**src/rtl/acc_offload_tracker.sv**
```systemverilog
// Requester-side offload tracker: tags core requests with free transaction IDs, registers them
// towards the accelerator interconnect and routes out-of-order responses back to their tag.
module acc_offload_tracker #(
  parameter int unsigned AccAddrWidth   = 5,
  parameter int unsigned DataWidth      = 32,
  parameter int unsigned IdWidth        = 5,
  parameter int unsigned MaxOutstanding = 4,
  parameter int unsigned TagWidth       = 5,
  localparam int unsigned CntWidth      = $clog2(MaxOutstanding + 1)
) (
  input  logic                    clk_i,
  input  logic                    rst_i,
  // Core request
  input  logic                    core_q_valid_i,
  output logic                    core_q_ready_o,
  input  logic [AccAddrWidth-1:0] core_q_addr_i,
  input  logic [DataWidth-1:0]    core_q_arga_i,
  input  logic [DataWidth-1:0]    core_q_argb_i,
  input  logic [DataWidth-1:0]    core_q_argc_i,
  input  logic [31:0]             core_q_op_i,
  input  logic [TagWidth-1:0]     core_q_tag_i,
  // Interconnect request
  output logic                    acc_q_valid_o,
  input  logic                    acc_q_ready_i,
  output logic [AccAddrWidth-1:0] acc_q_addr_o,
  output logic [DataWidth-1:0]    acc_q_arga_o,
  output logic [DataWidth-1:0]    acc_q_argb_o,
  output logic [DataWidth-1:0]    acc_q_argc_o,
  output logic [31:0]             acc_q_op_o,
  output logic [IdWidth-1:0]      acc_q_id_o,
  // Interconnect response
  input  logic                    acc_p_valid_i,
  output logic                    acc_p_ready_o,
  input  logic [IdWidth-1:0]      acc_p_id_i,
  input  logic [DataWidth-1:0]    acc_p_data_i,
  input  logic                    acc_p_error_i,
  // Core writeback
  output logic                    core_p_valid_o,
  input  logic                    core_p_ready_i,
  output logic [TagWidth-1:0]     core_p_tag_o,
  output logic [DataWidth-1:0]    core_p_data_o,
  output logic                    core_p_error_o,
  // Status
  output logic [CntWidth-1:0]     outstanding_o,
  output logic                    stray_rsp_o
);

  logic [MaxOutstanding-1:0] busy_q, busy_d;
  logic [MaxOutstanding-1:0] alloc_mask, free_mask;
  logic [TagWidth-1:0]       tag_q [MaxOutstanding];
  logic [IdWidth-1:0]        alloc_id;
  logic [TagWidth-1:0]       rsp_tag;
  logic                      rsp_hit;
  logic                      req_hs, rsp_hs;
  logic [CntWidth-1:0]       busy_cnt;

  logic                    acc_q_valid_q;
  logic [AccAddrWidth-1:0] acc_q_addr_q;
  logic [DataWidth-1:0]    acc_q_arga_q, acc_q_argb_q, acc_q_argc_q;
  logic [31:0]             acc_q_op_q;
  logic [IdWidth-1:0]      acc_q_id_q;

  logic                 core_p_valid_q;
  logic [TagWidth-1:0]  core_p_tag_q;
  logic [DataWidth-1:0] core_p_data_q;
  logic                 core_p_error_q;
  logic                 stray_q;

  // Lowest clear busy bit wins; scanning downwards leaves the lowest index last.
  always_comb begin
    alloc_id   = '0;
    alloc_mask = '0;
    for (int i = int'(MaxOutstanding) - 1; i >= 0; i--) begin
      if (!busy_q[i]) begin
        alloc_id      = IdWidth'(i);
        alloc_mask    = '0;
        alloc_mask[i] = 1'b1;
      end
    end
  end

  // IDs at or above MaxOutstanding never match, so they fall out as stray.
  always_comb begin
    rsp_hit   = 1'b0;
    rsp_tag   = '0;
    free_mask = '0;
    for (int i = 0; i < int'(MaxOutstanding); i++) begin
      if (acc_p_id_i == IdWidth'(i)) begin
        rsp_hit      = busy_q[i];
        rsp_tag      = tag_q[i];
        free_mask[i] = busy_q[i];
      end
    end
  end

  always_comb begin
    busy_cnt = '0;
    for (int i = 0; i < int'(MaxOutstanding); i++) begin
      busy_cnt = busy_cnt + CntWidth'(busy_q[i]);
    end
  end

  assign core_q_ready_o = (!acc_q_valid_q || acc_q_ready_i) && !(&busy_q);
  assign acc_p_ready_o  = !core_p_valid_q || core_p_ready_i;
  assign req_hs         = core_q_valid_i && core_q_ready_o;
  assign rsp_hs         = acc_p_valid_i && acc_p_ready_o;

  // Allocation only ever targets a clear bit and a free only a set one, so they never collide.
  always_comb begin
    busy_d = busy_q;
    if (req_hs) busy_d = busy_d | alloc_mask;
    if (rsp_hs) busy_d = busy_d & ~free_mask;
  end

  always_ff @(posedge clk_i) begin
    if (rst_i) begin
      busy_q         <= '0;
      acc_q_valid_q  <= 1'b0;
      acc_q_addr_q   <= '0;
      acc_q_arga_q   <= '0;
      acc_q_argb_q   <= '0;
      acc_q_argc_q   <= '0;
      acc_q_op_q     <= '0;
      acc_q_id_q     <= '0;
      core_p_valid_q <= 1'b0;
      core_p_tag_q   <= '0;
      core_p_data_q  <= '0;
      core_p_error_q <= 1'b0;
      stray_q        <= 1'b0;
    end else begin
      busy_q  <= busy_d;
      stray_q <= rsp_hs && !rsp_hit;
      if (req_hs) begin
        acc_q_valid_q <= 1'b1;
        acc_q_addr_q  <= core_q_addr_i;
        acc_q_arga_q  <= core_q_arga_i;
        acc_q_argb_q  <= core_q_argb_i;
        acc_q_argc_q  <= core_q_argc_i;
        acc_q_op_q    <= core_q_op_i;
        acc_q_id_q    <= alloc_id;
      end else if (acc_q_ready_i) begin
        acc_q_valid_q <= 1'b0;
      end
      if (rsp_hs) begin
        core_p_valid_q <= rsp_hit;
        if (rsp_hit) begin
          core_p_tag_q   <= rsp_tag;
          core_p_data_q  <= acc_p_data_i;
          core_p_error_q <= acc_p_error_i;
        end
      end else if (core_p_ready_i) begin
        core_p_valid_q <= 1'b0;
      end
    end
  end

  // Tag table needs no reset: entries are only read while their busy bit is set.
  always_ff @(posedge clk_i) begin
    for (int i = 0; i < int'(MaxOutstanding); i++) begin
      if (req_hs && alloc_mask[i]) tag_q[i] <= core_q_tag_i;
    end
  end

  assign acc_q_valid_o  = acc_q_valid_q;
  assign acc_q_addr_o   = acc_q_addr_q;
  assign acc_q_arga_o   = acc_q_arga_q;
  assign acc_q_argb_o   = acc_q_argb_q;
  assign acc_q_argc_o   = acc_q_argc_q;
  assign acc_q_op_o     = acc_q_op_q;
  assign acc_q_id_o     = acc_q_id_q;
  assign core_p_valid_o = core_p_valid_q;
  assign core_p_tag_o   = core_p_tag_q;
  assign core_p_data_o  = core_p_data_q;
  assign core_p_error_o = core_p_error_q;
  assign outstanding_o  = busy_cnt;
  assign stray_rsp_o    = stray_q;

endmodule

```
**config.mk**
```make
export PLATFORM = sky130hd
export DESIGN_NAME = acc_offload_tracker
export DESIGN_NICKNAME = d
export VERILOG_FILES = /design/src/rtl/acc_offload_tracker.sv
export SDC_FILE = /design/constraint.sdc
export NUM_CORES = 1
export LEC_CHECK = 0
export CORE_AREA = 8 8 140 142
export DETAILED_ROUTE_END_ITERATION = 8
export DIE_AREA = 0 0 148 150
export PLACE_DENSITY = 0.84
export SYNTH_ARGS = -nofsm -noshare
export SYNTH_HDL_FRONTEND = slang
export SYNTH_SLANG_ARGS = --single-unit
```
**constraint.sdc**
```tcl
create_clock -name clk_i -period 3.6 [get_ports clk_i]
set_input_delay 1.08 -clock clk_i [delete_from_list [all_inputs] [get_ports clk_i]]
set_output_delay 1.08 -clock clk_i [all_outputs]
set_load 0.02 [all_outputs]
```
==> insert_results.sql <==
INSERT INTO impl_metrics (metric_group, metric, value, unit) VALUES
('detailed_routing', 'drt-initial-drc-count', '391', ''),
('logic_synthesis', 'synthDominantCellAreaShare', '49.3', '%'),
('placement', 'final_hpwl_from_detailed_placement', '17800', 'µm'),
('placement', 'place_area', '0.0111', 'mm²'),
('timing', 'worst_hold_slack', '0.448', 'ns'),
('cts', 'cts_num_sinks', '200', ''),
('global_route', 'grt-ovfl-total', '0', ''),
('detailed_routing', 'detailroute.via_count', '6889', ''),
('placement', 'dpl.cell_count', '1382', ''),
('timing', 'slew_hr', '52.3', '%'),
('detailed_routing', 'routed_wire_length_per_instance', '17.0', 'µm'),
('status', 'outcome', 'complete, no violations', ''),
('logic_synthesis', 'netlist-cell-type-count', '37', ''),
('detailed_routing', 'drt.antenna.violating_nets', '0', ''),
('detailed_routing', 'drt-total-wl', '24100', 'µm'),
('global_route', 'grt_first_pass_wirelength', '35900', 'µm'),
('cts', 'clkTransAtPathRegs', '0.07', 'ns'),
('timing', 'setup_viol', '0', ''),
('cts', 'numCtsBuffers', '17', ''),
('floorplan', 'initial_utilization', '41.7', '%'),
('detailed_routing', 'via_per_inst', '4.87', ''),
('final_layout', 'num-nets-final', '1360', ''),
('timing', 'hold_viol', '0', ''),
('logic_synthesis', 'synth.yosys.warnings', '0', ''),
('logic_synthesis', 'synth_sequential_area_ratio', '57.5', '%'),
('global_route', 'initial_antenna_violation_count', '0', ''),
('cts', 'worstSkewPairLatency', '0.43', 'ns'),
('cts', 'cts_root_buffer', 'sky130_fd_sc_hd__clkbuf_16', ''),
('detailed_routing', 'drt_pass1_iterations', '5', ''),
('cts', 'tritoncts', 'done', ''),
('cts', 'cts_buffer_depth', '2', ''),
('power_and_ir_drop', 'static-leakage-power', '4.26', 'nW'),
('timing', 'finalSetupTns', '0', 'ns'),
('floorplan', 'die_area', '0.0222', 'mm²'),
('floorplan', 'std_cell_rows', '49', ''),
('critical_path', 'timing.critical_path.required', '2.52', 'ns'),
('power_and_ir_drop', 'vdd_drop_max', '0.297', 'mV'),
('floorplan', 'die_x', '148', 'µm'),
('logic_synthesis', 'main_area_contributors_after_synthesis', 'sky130_fd_sc_hd__dfxtp_1 (49%), sky130_fd_sc_hd__nand2_1 (16%), sky130_fd_sc_hd__a21oi_1 (10%)', ''),
('critical_path', 'critical-path-top-delay-family', 'adder cells', ''),
('timing', 'slew_violations', '0', ''),
('cts', 'h_tree_depth', '4', ''),
('cts', 'ctsHoldBuffers', '0', ''),
('critical_path', 'timing.critical_path.cells', 'inv_1, fa_1, inv_1, ha_1, ha_1, clkdlybuf4s50_1', ''),
('final_layout', 'antenna-diode-count', '0', ''),
('worst_hold_path', 'whs_path_depth', '2', ''),
('timing', 'worst_slew_pin_slew', '0.715', 'ns'),
('critical_path', 'reg2reg_depth', '7', ''),
('final_layout', 'layout-drive-gt1-share', '9.70', '%'),
('critical_path', 'critical_path.slowest_cell', 'sky130_fd_sc_hd__clkdlybuf4s50_1', ''),
('critical_path', 'critical_path.startpoint_type', 'register', ''),
('detailed_routing', 'drt_drc_violations_left', '0', ''),
('logic_synthesis', 'synth.avg_cell_area', '8.76', 'µm²'),
('timing', 'maximum_clock_skew_at_final_layout', '0.0113', 'ns'),
('critical_path', 'timing_worst_setup_path_type', 'register to output port', ''),
('timing', 'clock.fmax', '288', 'MHz'),
('worst_hold_path', 'hold_class', 'register to register', ''),
('critical_path', 'cp.arrival', '2.39', 'ns'),
('global_route', 'via_count_of_the_first_global_routing_pass', '6614', ''),
('critical_path', 'crit_fanout', '7', ''),
('critical_path', 'critical_path_depth', '6', ''),
('timing', 'layout_worst_path_cycle_share', '96.4', '%'),
('floorplan', 'floorplan.io_pins', '366', ''),
('placement', 'buffer_ports.inserted', '362', ''),
('critical_path', 'cp_num_buf_inv', '3', ''),
('final_layout', 'synthToLayoutAreaGrowth', '60.0', '%'),
('timing', 'period_minus_slack', '3.47', 'ns'),
('critical_path', 'kind_of_end_point_of_the_critical_path', 'output port', ''),
('timing', 'rsz0062_at_grt', 'false', ''),
('logic_synthesis', 'synth.cell_area', '0.00731', 'mm²'),
('logic_synthesis', 'ys_seq_elements', '200', '');
## cells in the mapped netlist (all sizes together)
master / n
inv: 6
nand4: 2
nand3: 8
fa: 1
o31ai: 1
a21oi: 175
nor3: 2
o21ai: 2
nor2: 6
a311oi: 2
and3: 1
nand2: 340
nor3b: 1
and2: 2
nand2b: 3
dfxtp: 180
a21o: 1
buf: 33
and4: 1
a31oi: 1
a2111oi: 1
ha: 5
edfxtp: 20
mux4: 6
a211oi: 1
nand3b: 1
conb: 1
clkbuf: 31
## state kept, by name, indices dropped and copies added, names as in the netlist, 2 cells and up
signal	flops
tag_q	20
core_p_tag_o	5
busy_q	4
acc_q_arga_o	32
acc_q_argb_o	32
acc_q_argc_o	32
acc_q_addr_o	5
acc_q_id_o	2
core_p_data_o	32
acc_q_op_o	32
## report_power, final
part | switching, mW | internal [mW] | leakage (nW)
clock network | 0.926 | 0.960 | 0.285
registers | 0.0487 | 2.35 | 1.66
logic | 0.390 | 0.413 | 2.32
total | 1.37 | 3.72 | 4.26
## final cells by class
| type | count | area (µm²) |
|---|---|---|
| clock buffers | 19 | 453 |
| repair buffers | 381 | 3820 |
| inverters | 6 | 22.5 |
| fillers | 1402 | 5840 |
| flip-flops and latches | 200 | 4210 |
| multi-input cells | 566 | 2780 |
| well taps | 229 | 287 |
| clock inverters | 13 | 130 |
## final timing paths
path,startpoint,end,slack [ns]
hold reg to reg,acc_q_id_o[0]$_SDFFE_PP0P_,acc_q_id_o[0]$_SDFFE_PP0P_,0.45
hold / removal,acc_q_id_o[0]$_SDFFE_PP0P_,acc_q_id_o[0]$_SDFFE_PP0P_,0.45
setup reg to reg,busy_q[0]$_SDFF_PP0_,acc_q_arga_o[0]$_SDFFE_PP0P_,1.44
setup / recovery,busy_q[1]$_SDFF_PP0_,outstanding_o[2],0.13
## cell families (layout without fill, tap and decap cells)
family / count (synthesis) / in the layout / synth area share, %
AO/OA/AOI/OAI: 184 / 184 / 14.0
AND/OR/NAND/NOR: 367 / 367 / 20.6
other: 1 / 3 / 0.0513
buffers and inverters: 70 / 419 / 4.81
adder cells (fa/ha/maj): 6 / 6 / 1.13
flip-flops: 200 / 200 / 57.5
multiplexers: 6 / 6 / 1.85
## layer usage
layer	track usage (%)	wire, µm
met4	7.80	617
met2	35.3	12200
met1	22.7	9020
met5	0	0
met3	7.41	2220
## worst register-to-register path, stage by stage (launching register included)
cell	delay, ns
sky130_fd_sc_hd__dfxtp_1	0.31
sky130_fd_sc_hd__buf_4	0.16
sky130_fd_sc_hd__ha_1	0.19
sky130_fd_sc_hd__nand3_1	0.19
sky130_fd_sc_hd__and3_4	0.31
sky130_fd_sc_hd__buf_4	0.57
sky130_fd_sc_hd__nand2_1	0.20
sky130_fd_sc_hd__a21oi_1	0.16
## cell usage in the layout (no fill, tap or decap), types with 4 or more instances in the layout
master / instances
sky130_fd_sc_hd__edfxtp_1: 20
sky130_fd_sc_hd__a21oi_1: 153
sky130_fd_sc_hd__a21oi_2: 22
sky130_fd_sc_hd__mux4_2: 6
sky130_fd_sc_hd__inv_8: 4
sky130_fd_sc_hd__buf_12: 4
sky130_fd_sc_hd__buf_4: 15
sky130_fd_sc_hd__ha_1: 5
sky130_fd_sc_hd__nor2_1: 6
sky130_fd_sc_hd__inv_1: 6
sky130_fd_sc_hd__nand3_1: 7
sky130_fd_sc_hd__clkdlybuf4s50_1: 360
sky130_fd_sc_hd__nand2_2: 29
sky130_fd_sc_hd__nand2_1: 311
sky130_fd_sc_hd__clkinv_4: 4
sky130_fd_sc_hd__clkbuf_16: 17
sky130_fd_sc_hd__dfxtp_1: 179
## what timing repair did
item,CTS,global route
gates resized for setup,2,0
endpoints found under the setup margin,2,0
buffers inserted,0,0
hold endpoints to repair,0,0
## metrics by stage
step | setup slack, ns | power (mW) | utilization [%]
2_1_floorplan | 0.879 | 2.79 | -
3_3_place_gp | 0.159 | 3.24 | 63.4
3_5_place_dp | 0.154 | 3.26 | 63.4
4_1_cts | 0.101 | 5.13 | 66.7
5_1_grt | 0.00225 | 5.29 | 66.7
6_report | 0.130 | 5.09 | 66.7
Power figures use the tool's default switching activity.
